--- src/rtl/lcd_bus_driver.sv ---
// HD44780-style LCD write sequencer: a small (RS, byte) FIFO drained by a timed
// SETUP/PULSE/HOLD/WAIT state machine driving the LCD data, control and E pins.
module lcd_bus_driver #(
  parameter int SETUP_CYCLES      = 2,
  parameter int PULSE_CYCLES      = 12,
  parameter int HOLD_CYCLES       = 2,
  parameter int CMD_WAIT_CYCLES   = 2000,
  parameter int CLEAR_WAIT_CYCLES = 80000,
  parameter int FIFO_DEPTH        = 8
) (
  input  logic                          clk,
  input  logic                          rst_n,
  input  logic                          wr_valid,
  input  logic                          wr_rs,
  input  logic [7:0]                    wr_data,
  input  logic                          ovf_clr,
  output logic                          wr_ready,
  output logic                          busy,
  output logic [$clog2(FIFO_DEPTH):0]   fifo_level,
  output logic                          overflow,
  output logic [7:0]                    lcd_data,
  output logic [1:0]                    lcd_ctrl,
  output logic                          lcd_enable
);

  localparam int PW    = $clog2(FIFO_DEPTH);
  localparam int LW    = PW + 1;
  localparam int MAX_A = (SETUP_CYCLES > PULSE_CYCLES) ? SETUP_CYCLES : PULSE_CYCLES;
  localparam int MAX_B = (HOLD_CYCLES > CMD_WAIT_CYCLES) ? HOLD_CYCLES : CMD_WAIT_CYCLES;
  localparam int MAX_C = (MAX_A > MAX_B) ? MAX_A : MAX_B;
  localparam int MAX_P = (MAX_C > CLEAR_WAIT_CYCLES) ? MAX_C : CLEAR_WAIT_CYCLES;
  localparam int CW    = $clog2(MAX_P) + 1;

  typedef enum logic [2:0] {
    S_IDLE,
    S_SETUP,
    S_PULSE,
    S_HOLD,
    S_WAIT
  } state_t;

  state_t          state_q, state_d;
  logic [CW-1:0]   cnt_q, cnt_d;
  logic [7:0]      data_q, data_d;
  logic            rs_q, rs_d;
  logic            en_q, en_d;
  logic            ovf_q, ovf_d;
  logic [PW-1:0]   wr_ptr_q, wr_ptr_d;
  logic [PW-1:0]   rd_ptr_q, rd_ptr_d;
  logic [LW-1:0]   level_q, level_d;
  logic [8:0]      mem_q [FIFO_DEPTH];

  logic            push, pop, full, empty, is_clear;
  logic [8:0]      head;

  assign full     = (level_q == LW'(FIFO_DEPTH));
  assign empty    = (level_q == '0);
  assign push     = wr_valid && !full;
  assign pop      = (state_q == S_IDLE) && !empty;
  assign head     = mem_q[rd_ptr_q];
  // Clear/home commands need the long busy wait
  assign is_clear = !rs_q && (data_q == 8'h01 || data_q == 8'h02 || data_q == 8'h03);

  always_comb begin
    wr_ptr_d = wr_ptr_q;
    rd_ptr_d = rd_ptr_q;
    level_d  = level_q;
    if (push) wr_ptr_d = wr_ptr_q + 1'b1;
    if (pop)  rd_ptr_d = rd_ptr_q + 1'b1;
    if (push && !pop)      level_d = level_q + 1'b1;
    else if (pop && !push) level_d = level_q - 1'b1;
    // A dropped push beats a same-cycle clear
    ovf_d = ovf_q;
    if (wr_valid && full) ovf_d = 1'b1;
    else if (ovf_clr)     ovf_d = 1'b0;
  end

  always_comb begin
    state_d = state_q;
    cnt_d   = cnt_q;
    data_d  = data_q;
    rs_d    = rs_q;
    case (state_q)
      S_IDLE: begin
        if (!empty) begin
          rs_d    = head[8];
          data_d  = head[7:0];
          cnt_d   = CW'(SETUP_CYCLES - 1);
          state_d = S_SETUP;
        end
      end
      S_SETUP: begin
        if (cnt_q == '0) begin
          cnt_d   = CW'(PULSE_CYCLES - 1);
          state_d = S_PULSE;
        end else begin
          cnt_d = cnt_q - 1'b1;
        end
      end
      S_PULSE: begin
        if (cnt_q == '0) begin
          cnt_d   = CW'(HOLD_CYCLES - 1);
          state_d = S_HOLD;
        end else begin
          cnt_d = cnt_q - 1'b1;
        end
      end
      S_HOLD: begin
        if (cnt_q == '0) begin
          cnt_d   = is_clear ? CW'(CLEAR_WAIT_CYCLES - 1) : CW'(CMD_WAIT_CYCLES - 1);
          state_d = S_WAIT;
        end else begin
          cnt_d = cnt_q - 1'b1;
        end
      end
      S_WAIT: begin
        if (cnt_q == '0) state_d = S_IDLE;
        else             cnt_d   = cnt_q - 1'b1;
      end
      default: state_d = S_IDLE;
    endcase
    // E registered so the pin is glitch-free, yet tracks the state exactly
    en_d = (state_d == S_PULSE);
  end

  always_ff @(posedge clk or negedge rst_n) begin
    if (!rst_n) begin
      state_q  <= S_IDLE;
      cnt_q    <= '0;
      data_q   <= '0;
      rs_q     <= 1'b0;
      en_q     <= 1'b0;
      ovf_q    <= 1'b0;
      wr_ptr_q <= '0;
      rd_ptr_q <= '0;
      level_q  <= '0;
    end else begin
      state_q  <= state_d;
      cnt_q    <= cnt_d;
      data_q   <= data_d;
      rs_q     <= rs_d;
      en_q     <= en_d;
      ovf_q    <= ovf_d;
      wr_ptr_q <= wr_ptr_d;
      rd_ptr_q <= rd_ptr_d;
      level_q  <= level_d;
    end
  end

  always_ff @(posedge clk) begin
    if (push) mem_q[wr_ptr_q] <= {wr_rs, wr_data};
  end

  assign wr_ready   = !full;
  assign busy       = (state_q != S_IDLE) || !empty;
  assign fifo_level = level_q;
  assign overflow   = ovf_q;
  assign lcd_data   = data_q;
  assign lcd_ctrl   = {rs_q, 1'b0};
  assign lcd_enable = en_q;

endmodule

--- config.mk ---
export PLATFORM = sky130hd
export DESIGN_NAME = lcd_bus_driver
export DESIGN_NICKNAME = d
export VERILOG_FILES = /design/src/rtl/lcd_bus_driver.sv
export SDC_FILE = /design/constraint.sdc
export NUM_CORES = 1
export LEC_CHECK = 0
export BUFFER_PORTS_ARGS = -buffer_cell sky130_fd_sc_hd__clkbuf_2
export CORE_MARGIN = 1.5
export CORE_UTILIZATION = 25
export CTS_CLUSTER_SIZE = 12
export DETAILED_ROUTE_END_ITERATION = 6
export GPL_TIMING_DRIVEN = 1
export PLACE_DENSITY = 0.48
export SLEW_MARGIN = 15
export SYNTH_ARGS = -nofsm -noshare
export SYNTH_HDL_FRONTEND = slang
export SYNTH_SLANG_ARGS = --single-unit
--- constraint.sdc ---
create_clock -name clk -period 3.95 [get_ports clk]
set_input_delay 0.79 -clock clk [delete_from_list [all_inputs] [get_ports clk]]
set_output_delay 0.79 -clock clk [all_outputs]
set_load 0.05 [all_outputs]
==> results of run 1 <==
[per-stage QoR]
stage / util, % / hold WS, ns
finish: 30.2 / 0.443
CTS: 30.2 / 0.472
global placement: 27.4 / 0.498
floorplan: - / 0.474
global route: 30.2 / 0.495
detailed placement: 27.4 / 0.509
[cell type report]
cell class / instances / area [um^2] / area share (%)
sequential: 114 / 3210 / 50.9
timing repair buffer: 37 / 205 / 3.25
tap: 275 / 344 / 5.45
inverter: 9 / 33.8 / 0.535
clock inverter: 15 / 163 / 2.57
clock buffer: 17 / 425 / 6.73
multi-input combinational: 245 / 1930 / 30.6
[registers in the layout, summed over array words and instances, names as in the netlist]
register / cells
mem_q: 72
cnt_q: 18
lcd_data: 8
fifo_level: 4
rd_ptr_q: 3
state_q: 3
wr_ptr_q: 3
lcd_enable: 1
overflow: 1
rs_q: 1
[layer usage]
| layer | wire length (um) | part of all wire (%) |
|---|---|---|
| met1 | 5430 | 45 |
| met2 | 5860 | 49 |
| met3 | 506 | 4.2 |
| met4 | 140 | 1.2 |
| met5 | 0 | 0 |
[cell families (layout without fill, tap and decap cells)]
| kind of cell | count (synthesis) | after routing | synth area share (%) |
|---|---|---|---|
| xor+xnor | 8 | 8 | 1.32 |
| other cells | 1 | 1 | 0.0709 |
| flops | 114 | 114 | 60.8 |
| fa+ha+maj | 8 | 8 | 2.03 |
| simple gates | 114 | 114 | 11.9 |
| compound gates | 82 | 82 | 10.9 |
| buf+inv | 29 | 78 | 2.67 |
| mux | 32 | 32 | 10.4 |
[cells in the mapped netlist (2+ instances only)]
library cell and n:
edfxtp_1 72, dfrtp_1 42, nand2_1 30, nor2_1 22, mux4_2 18, o21ai_0 18
nor3_1 13, a21oi_1 11, clkbuf_1 10, mux2i_1 10, inv_1 9, nor4_1 9
nand3_1 8, o22ai_1 8, a211o_1 7, ha_1 7, a31oi_1 6, o211ai_1 6
xnor2_1 6, buf_2 5, nand2b_1 5, and2_1 4, mux2_2 4, or3_1 4
a32oi_1 3, and3_1 3, buf_4 3, o21ai_1 3, o32ai_1 3, a211oi_1 2
a21o_1 2, buf_6 2, nor3b_1 2, xor2_1 2
[path summary, 6_finish.rpt]
kind / endpoint / from / cells after the start
setup / recovery: busy / fifo_level[0]$_DFFE_PN0P_ / 3
hold / removal: cnt_q[10]$_DFFE_PN0P_ / rst_n / 2
setup reg to reg: cnt_q[6]$_DFFE_PN0P_ / cnt_q[5]$_DFFE_PN0P_ / 5
hold reg to reg: overflow$_DFFE_PN0P_ / overflow$_DFFE_PN0P_ / 2
max in group asynchronous: lcd_data[3]$_DFFE_PN0P_ / rst_n / 2
min in group clk: overflow$_DFFE_PN0P_ / overflow$_DFFE_PN0P_ / 2
[report_power, final]
| group | switching, mW | internal, mW |
|---|---|---|
| Clock | 0.632 | 0.898 |
| Sequential | 0.0795 | 1.43 |
| Combinational | 0.304 | 0.163 |
| Total | 1.02 | 2.49 |
[placed cells by master (no fill, tap or decap), types with 10 or more instances in the layout]
cell | Yosys | final
edfxtp_1 | 72 | 72
dfrtp_1 | 42 | 42
nand2_1 | 30 | 30
clkbuf_2 | 0 | 29
nor2_1 | 22 | 22
o21ai_0 | 18 | 18
mux4_2 | 18 | 18
clkbuf_16 | 0 | 17
nor3_1 | 13 | 13
a21oi_1 | 11 | 11
mux2i_1 | 10 | 10
[worst max-delay path: cells and delay by family, from the launching register on]
kind / cells / cell delay, ns
DFF: 1 / 0.45
and+or+nand+nor: 2 / 0.90
buffers and inverters: 1 / 0.31
==> run metrics, run 1 <==
outcome=finished, final reports clean; DRT Wirelength=11900 um; worst setup slack after placement=1.17 ns; CTS Sinks=114; CP arrival=2.09 ns; total number of vias=3335; Worst EP required=3.16 ns; ys flop type=edfxtp_1; syn nets=409; CP Capture Type=output port; dpl cells=680; row count=53; Detail Route Antenna Nets=0; period utilization=~73%; Worst-path clk slew=0.06 ns; final hold violation count=0; Final Instance Area=6320 um^2; synth top area cells=edfxtp_1 41%, dfrtp_1 20%, mux4_2 7.7%; post-CTS sizing=0; Tmin final=2.88 ns; worst-case clock buffer depth=2; share of layout cells above drive strength 1=24.3%; nets@finish=445; post-DP HPWL=8020 um; largest net degree at the start of global routing=43; area delta synth->final=19.5%; Post-DP Area=5730 um^2; die area=22000 um^2; Post-synth EDFFs=72; gr busiest metal=met2; Fmax=about 0.35 GHz; # diodes=0; drt wl/cell=16.8 um; Die X=148 um; Synth top area share=40.9%; gr usage total=11.7%; endpoints failing setup=0; Max Cap Viol=0; Vias/cell=4.68; DRC viols=0; Root Buffer=clkbuf_16; Worst Skew=0.00784 ns; r2r setup slk=1.13 ns; critical path type=flop to output port; worst hold path type=input port to async pin; Yosys reg bits=114; VDD IR max=between 0.2 and 0.3 mV; Initial DRC Count=135; Worst-Skew Late Latency=0.42 ns; number of detailed-route iterations in the first pass=4; met1 Use GR=14.7%; average size of a mapped cell=13.6 um^2; Netlist Area Pre-Place=5290 um^2; Slew headroom=approximately a third; Overflow after GRT=0; setup_tns=0 ns; vias in the first global route=roughly 3.4k; routing usage on met2=19.2%; synth unique cells=63; CP max FO=6; Starting Density=25.3%; filler instances=a little over 2k; total power=3.51 mW; core region area=20900 um^2; total CTS buffers=17; met3 usage=3.65%; asr flop ratio synth=36.8%; antenna violations before repair=0; Leakage=2.29 nW; critical-path cell list=nor4_1, nand2_1, clkbuf_2; setup repair bufs after CTS=0; post-route setup slack=1.07 ns; I/O pin cnt=31; # H-tree levels=4; Port Buf Inserts=29; Startpoint Class=flop; CP peak stage delay=0.64 ns; Syn Inst Count=388; TritonCTS clock tree=yes; Synthesis Warnings=0; wire length of the first global-routing pass=19300 um; Max Slew Vio Count=0; dominant cell type by area after synthesis=edfxtp_1; slowest cell on the critical path=nor4_1; PD cells=555 nW/um^2; Finished Layout Cells=approximately 700; Die H=148 um; sequential fraction of the synthesis area=between 60% and 70%; Routability Congestion=between 0.8 and 0.9; Worst-Margin Slew=0.991 ns; CTS Hold Bufs=0; RSZ-0062 raised after global routing=no
No activity file was read; power rests on OpenSTA's default activity.
==> run 2: changes to the inputs <==
--- a/config.mk
+++ b/config.mk
@@ -11,7 +11,7 @@
 export CTS_CLUSTER_SIZE = 12
 export DETAILED_ROUTE_END_ITERATION = 6
 export GPL_TIMING_DRIVEN = 1
-export PLACE_DENSITY = 0.48
+export PLACE_DENSITY = 0.49
 export SLEW_MARGIN = 15
 export SYNTH_ARGS = -nofsm -noshare
 export SYNTH_HDL_FRONTEND = slang
==> constraint.sdc (replaced) <==
create_clock -name clk -period 2.5 [get_ports clk]
set_input_delay 0.5 -clock clk [delete_from_list [all_inputs] [get_ports clk]]
set_output_delay 0.5 -clock clk [all_outputs]
set_load 0.05 [all_outputs]
==> run metrics, run 2 (same netlist as run 1, synthesis figures left out) <==
Slew headroom=31.4% (was 33.7%); Cell Int Power=4.14 mW (was 2.49 mW); DRT Wirelength=12400 um (was 11900 um); gr usage total=12.4% (was 11.7%); wire length of the first global-routing pass=20200 um (was 19300 um); final hold violation count=0 (unchanged); Worst EP required=2.00 ns (was 3.16 ns); share of layout cells above drive strength 1=29.2% (was 24.3%); most common cell after layout, fill and taps aside=edfxtp_1 (unchanged); Logic pwr share=13.7% (was 13.3%); nets@finish=463 (was 445); CP peak stage delay=0.52 ns (was 0.64 ns); worst reg2reg startpoint=fifo_level[0]$_DFFE_PN0P_ (was cnt_q[5]$_DFFE_PN0P_); period utilization=94.8%; Vias/cell=4.70 (was 4.68); r2r setup slk=0.21 ns (was 1.13 ns); CTS Hold Bufs=0 (unchanged); critical-path cell list=nor4_2, nand2_1, clkbuf_2 (was nor4_1, nand2_1, clkbuf_2); Worst-Margin Slew=1.02 ns (was 0.991 ns); endpoints failing setup=0 (unchanged); Switching Power=1.59 mW (was 1.02 mW); Startpoint Class=flop (unchanged); Root Buffer=clkbuf_16 (unchanged); drt wl/cell=17.0 um (was 16.8 um); routed wl met3=550 um (was 506 um); TritonCTS clock tree=yes (unchanged); total number of vias=3429 (was 3335); final core occ=31.2% (was 30.2%); I/O pin cnt=31 (unchanged); largest net degree at the start of global routing=21 (was 43); setup_tns=0 ns (unchanged); Fmax=0.422 GHz; sw frac=27.7% (was 29.0%); area delta synth->final=23.3% (was 19.5%); core region area=20900 um^2 (unchanged); Leakage=2.39 nW (was 2.29 nW); Worst-Skew Late Latency=0.42 ns (about the same); CP Capture Type=output port (unchanged); CTS Sinks=114 (unchanged); worst-case clock buffer depth=2 (unchanged); number of detailed-route iterations in the first pass=4 (unchanged); worst hold path type=input port to async pin (unchanged); Worst-path clk slew=0.06 ns (about the same); most frequent cells in the layout=72 x edfxtp_1, 39 x dfrtp_1, 29 x nand2_1, 29 x clkbuf_2, 26 x buf_4 (was 72 x edfxtp_1, 42 x dfrtp_1, 30 x nand2_1); Initial DRC Count=289 (was 135); CP max FO=6 (unchanged); depth of the most critical reg-to-reg path=11 (was 5); post-DP HPWL=8410 um (was 8020 um); Met2 Wirelength=6070 um (was 5860 um); met1 wire length=5670 um (was 5430 um); total power=5.73 mW (was 3.51 mW); DRC viols=0 (unchanged); Detail Route Antenna Nets=0 (unchanged); Final Instance Area=6520 um^2 (was 6320 um^2); filler instances=2095 (was 2078); Largest register FFs=72 (unchanged); clock power share=44.0% (was 43.6%); vias in the first global route=3550 (was 3392); Routability Congestion=0.788 (was 0.852); reg2reg end=fifo_level[3]$_DFFE_PN0P_ (was cnt_q[6]$_DFFE_PN0P_); # H-tree levels=4 (unchanged); Max Slew Vio Count=0 (unchanged); Starting Density=25.3% (unchanged); Die H=148 um (unchanged); PD cells=879 nW/um^2 (was 555 nW/um^2); Port Buf Inserts=29 (unchanged); Die X=148 um (unchanged); row count=53 (unchanged); Overflow after GRT=0 (unchanged); antenna violations before repair=0 (unchanged); Biggest register=mem_q (unchanged); total CTS buffers=17 (unchanged); Max Cap Viol=0 (unchanged); RSZ-0062 raised after global routing=no (unchanged); Worst Skew=0.00947 ns (was 0.00784 ns); CP arrival=1.87 ns (was 2.09 ns); highest metal used=met4 (unchanged); VDD IR max=0.595 mV (was 0.277 mV); critical path type=flop to output port (unchanged); outcome=finished, final reports clean (unchanged); Reg power frac=42.3% (was 43.1%); die area=22000 um^2 (unchanged); Post-DP Area=5910 um^2 (was 5730 um^2); Tmin final=2.37 ns; slowest cell on the critical path=dfrtp_4 (was nor4_1); # diodes=0 (unchanged)
[run 2: metrics by stage]
| step | cells | setup WS [ns] | hold WS [ns] |
|---|---|---|---|
| 3_5_place_dp | 698 | 0.195 | 0.460 |
| 2_1_floorplan | 388 | 0.00710 | 0.204 |
| 6_report | 730 | 0.130 | 0.0131 |
| 5_1_grt | 730 | 0.00719 | 0.0240 |
| 4_1_cts | 730 | 0.0829 | 0.0154 |
| 3_3_place_gp | 698 | 0.279 | 0.443 |
[run 2: power by group through the flow]
stage          clock, mW  combinational (mW)  sequential (mW)
2_1_floorplan          0               0.434             2.55
5_1_grt             2.67               0.871             2.45
3_5_place_dp           0               0.804             2.45
6_report            2.52               0.787             2.42
3_3_place_gp           0               0.778             2.44
4_1_cts             2.57               0.809             2.43
[run 2: what timing repair did]
item                                   CTS  global route
endpoints found under the hold margin    0             0
resized for setup                        1             0
setup buffers                            0             0
setup endpoints to repair                1             0
[run 2: final cells by class]
| cell class | instances | area [um^2] | area share, % |
|---|---|---|---|
| clock buffer | 18 | 429 | 6.58 |
| clock inverter | 14 | 175 | 2.69 |
| inverter | 9 | 33.8 | 0.518 |
| multi-input combinational | 245 | 1980 | 30.3 |
| sequential | 114 | 3220 | 49.4 |
| tap | 275 | 344 | 5.28 |
| timing repair buffer | 55 | 340 | 5.22 |
[run 2: how the worst max path moves through the flow]
stage,startpoint,end,cells after the start
5_1_grt,fifo_level[0]$_DFFE_PN0P_,busy,3
4_1_cts,fifo_level[0]$_DFFE_PN0P_,busy,3
3_5_place_dp,fifo_level[0]$_DFFE_PN0P_,fifo_level[3]$_DFFE_PN0P_,11
6_report,fifo_level[0]$_DFFE_PN0P_,busy,3
3_3_place_gp,fifo_level[0]$_DFFE_PN0P_,fifo_level[3]$_DFFE_PN0P_,11
2_1_floorplan,fifo_level[2]$_DFFE_PN0P_,fifo_level[3]$_DFFE_PN0P_,12
[run 2: per-layer routing]
layer | vias up | GRT usage (%)
li1 | 1623 | -
met1 | 1733 | 16.0
met2 | 63 | 19.9
met3 | 10 | 3.34
met4 | 0 | 4.75
met5 | - | 0
[run 2: worst max-delay path, delay by kind of cell (launching register included)]
kind,cells,cell delay (ns)
buf+inv,1,0.29
simple gates,2,0.65
flops,1,0.52
==> run 3: changes to the inputs <==
--- a/config.mk
+++ b/config.mk
@@ -8,10 +8,12 @@
 export BUFFER_PORTS_ARGS = -buffer_cell sky130_fd_sc_hd__clkbuf_2
 export CORE_MARGIN = 1.5
 export CORE_UTILIZATION = 25
+export CTS_BUF_LIST = sky130_fd_sc_hd__clkbuf_8
 export CTS_CLUSTER_SIZE = 12
 export DETAILED_ROUTE_END_ITERATION = 6
 export GPL_TIMING_DRIVEN = 1
 export PLACE_DENSITY = 0.49
+export RECOVER_POWER = 100
 export SLEW_MARGIN = 15
 export SYNTH_ARGS = -nofsm -noshare
 export SYNTH_HDL_FRONTEND = slang
==> run metrics, run 3 (same netlist as run 1, synthesis figures left out) <==
outcome=finished, final reports clean (unchanged); Overflow after GRT=0 (unchanged); dpl cells=698 (unchanged); DRT Wirelength=12400 um (about the same); Worst-Margin Slew=0.998 ns (was 1.02 ns); final hold violation count=0 (unchanged); Root Buffer=clkbuf_8 (was clkbuf_16); PD cells=804 nW/um^2 (was 879 nW/um^2); RSZ-0062 raised after global routing=no (unchanged); vias in the first global route=3551 (was 3550); core region area=20900 um^2 (unchanged); Starting Density=25.3% (unchanged); Finished Layout Cells=731 (was 730); Startpoint Class=flop (unchanged); slowest cell on the critical path=dfrtp_1 (was dfrtp_4); largest net degree at the start of global routing=21 (unchanged); nets@finish=464 (was 463); VDD IR max=0.316 mV (was 0.595 mV); CP peak stage delay=0.46 ns (was 0.52 ns); Switching Power=1.51 mW (was 1.59 mW); Initial DRC Count=203 (was 289); period utilization=93.7% (was 94.8%); Slew headroom=33.2% (was 31.4%); sw frac=30.0% (was 27.7%); Worst-path clk slew=0.08 ns (was 0.06 ns); number of detailed-route iterations in the first pass=4 (unchanged); TritonCTS clock tree=yes (unchanged); Detail Route Antenna Nets=0 (unchanged); setup_tns=0 ns (unchanged); wire length of the first global-routing pass=20200 um (about the same); critical path type=flop to flop (was flop to output port); Worst Skew=0.00801 ns (was 0.00947 ns); total number of vias=3439 (was 3429); DRC viols=0 (unchanged); row count=53 (unchanged); final core occ=30.0% (was 31.2%); Tmin final=2.34 ns (was 2.37 ns); most common cell after layout, fill and taps aside=edfxtp_1 (unchanged); Fmax=0.427 GHz (was 0.422 GHz); worst hold path type=input port to flop (was input port to async pin); Max Slew Vio Count=0 (unchanged); share of layout cells above drive strength 1=20.6% (was 29.2%); gr usage total=12.3% (was 12.4%); Die X=148 um (unchanged); Vias/cell=4.70 (about the same); Worst-Skew Late Latency=0.43 ns (was 0.42 ns); endpoints failing setup=0 (unchanged); total CTS buffers=17 (unchanged); # diodes=0 (unchanged); Reg power frac=48.2% (was 42.3%); Worst EP required=2.82 ns (was 2.00 ns); Biggest register=mem_q (unchanged); Port Buf Inserts=29 (unchanged); Leakage=2.19 nW (was 2.39 nW); CTS Sinks=114 (unchanged); Largest register FFs=72 (unchanged); CP arrival=2.66 ns (was 1.87 ns); clock power share=36.7% (was 44.0%); I/O pin cnt=31 (unchanged); # H-tree levels=4 (unchanged); most frequent cells in the layout=72 x edfxtp_1, 40 x dfrtp_1, 37 x clkbuf_1 (was 72 x edfxtp_1, 39 x dfrtp_1, 29 x nand2_1, 29 x clkbuf_2, 26 x buf_4); Die H=148 um (unchanged); CP max FO=14 (was 6); antenna violations before repair=0 (unchanged); Routability Congestion=0.788 (unchanged); drt wl/cell=17.0 um (about the same); Final Instance Area=6260 um^2 (was 6520 um^2); area delta synth->final=18.4% (was 23.3%); post-DP HPWL=8410 um (unchanged); CP Capture Type=flop (was output port); Cell Int Power=3.53 mW (was 4.14 mW); filler instances=2139 (was 2095); Logic pwr share=15.1% (was 13.7%); die area=22000 um^2 (unchanged); Max Cap Viol=0 (unchanged); worst-case clock buffer depth=2 (unchanged); critical-path cell list=nor4_4, nand3_2, o21ai_2, clkbuf_2, and4bb_2, a211o_1 (was nor4_2, nand2_1, clkbuf_2); Post-DP Area=5910 um^2 (unchanged)
[run 3: layout make-up]
class	instances	area, um^2	area share [%]
inverter	9	33.8	0.539
tap	275	344	5.49
clock buffer	17	234	3.74
timing repair buffer	56	272	4.34
multi-input combinational	245	1980	31.7
clock inverter	15	179	2.86
sequential	114	3220	51.3
[run 3: worst max-delay path, delay by kind of cell (launching register included)]
family / cells / cell delay, ns
simple gates: 3 / 1.04
flops: 1 / 0.46
compound gates: 2 / 0.44
buf+inv: 1 / 0.29
[run 3: repair_timing]
| item | in CTS | in global routing |
|---|---|---|
| gates resized for setup | 1 | 1 |
| endpoints found under the hold margin | 14 | 0 |
| endpoints found under the setup margin | 1 | 1 |
| hold buffers | 1 | 0 |
| cloned | 0 | 0 |
| setup buffers | 0 | 0 |
[run 3: per-stage QoR]
step                hold WS [ns]  power [mW]  setup WS [ns]
detailed placement         0.460        3.26          0.195
finish                     0.263        5.04          0.157
global route               0.255        5.30         0.0314
global placement           0.443        3.21          0.279
floorplan                  0.204        2.99        0.00710
CTS                        0.230        5.13         0.0467
[run 3: worst paths after layout]
check / start / to / slack [ns] / cells past startpoint
min reg2reg: cnt_q[16]$_DFFE_PN0P_ / cnt_q[16]$_DFFE_PN0P_ / 0.52 / 1
min in group asynchronous: rst_n / cnt_q[9]$_DFFE_PN0P_ / 0.71 / 2
max reg2reg: cnt_q[5]$_DFFE_PN0P_ / cnt_q[16]$_DFFE_PN0P_ / 0.16 / 6
max in group asynchronous: rst_n / cnt_q[15]$_DFFE_PN0P_ / 0.59 / 3
max: cnt_q[5]$_DFFE_PN0P_ / cnt_q[16]$_DFFE_PN0P_ / 0.16 / 6
min: ovf_clr / overflow$_DFFE_PN0P_ / 0.26 / 2
[run 3: per-layer routing]
metal  vias up  global-route usage (%)  wire (um)
met3         6                    3.07        587
li1       1621                       -          -
met2        60                    19.9       6090
met5         -                       0          0
met1      1752                    16.0       5690
met4         0                    4.26         75
[run 3: power groups by stage]
stage	Combinational [mW]	Clock (mW)	Sequential, mW
CTS	0.810	1.89	2.42
detailed placement	0.804	0	2.45
global placement	0.778	0	2.44
floorplan	0.434	0	2.55
finish	0.763	1.85	2.43
global route	0.848	1.99	2.46
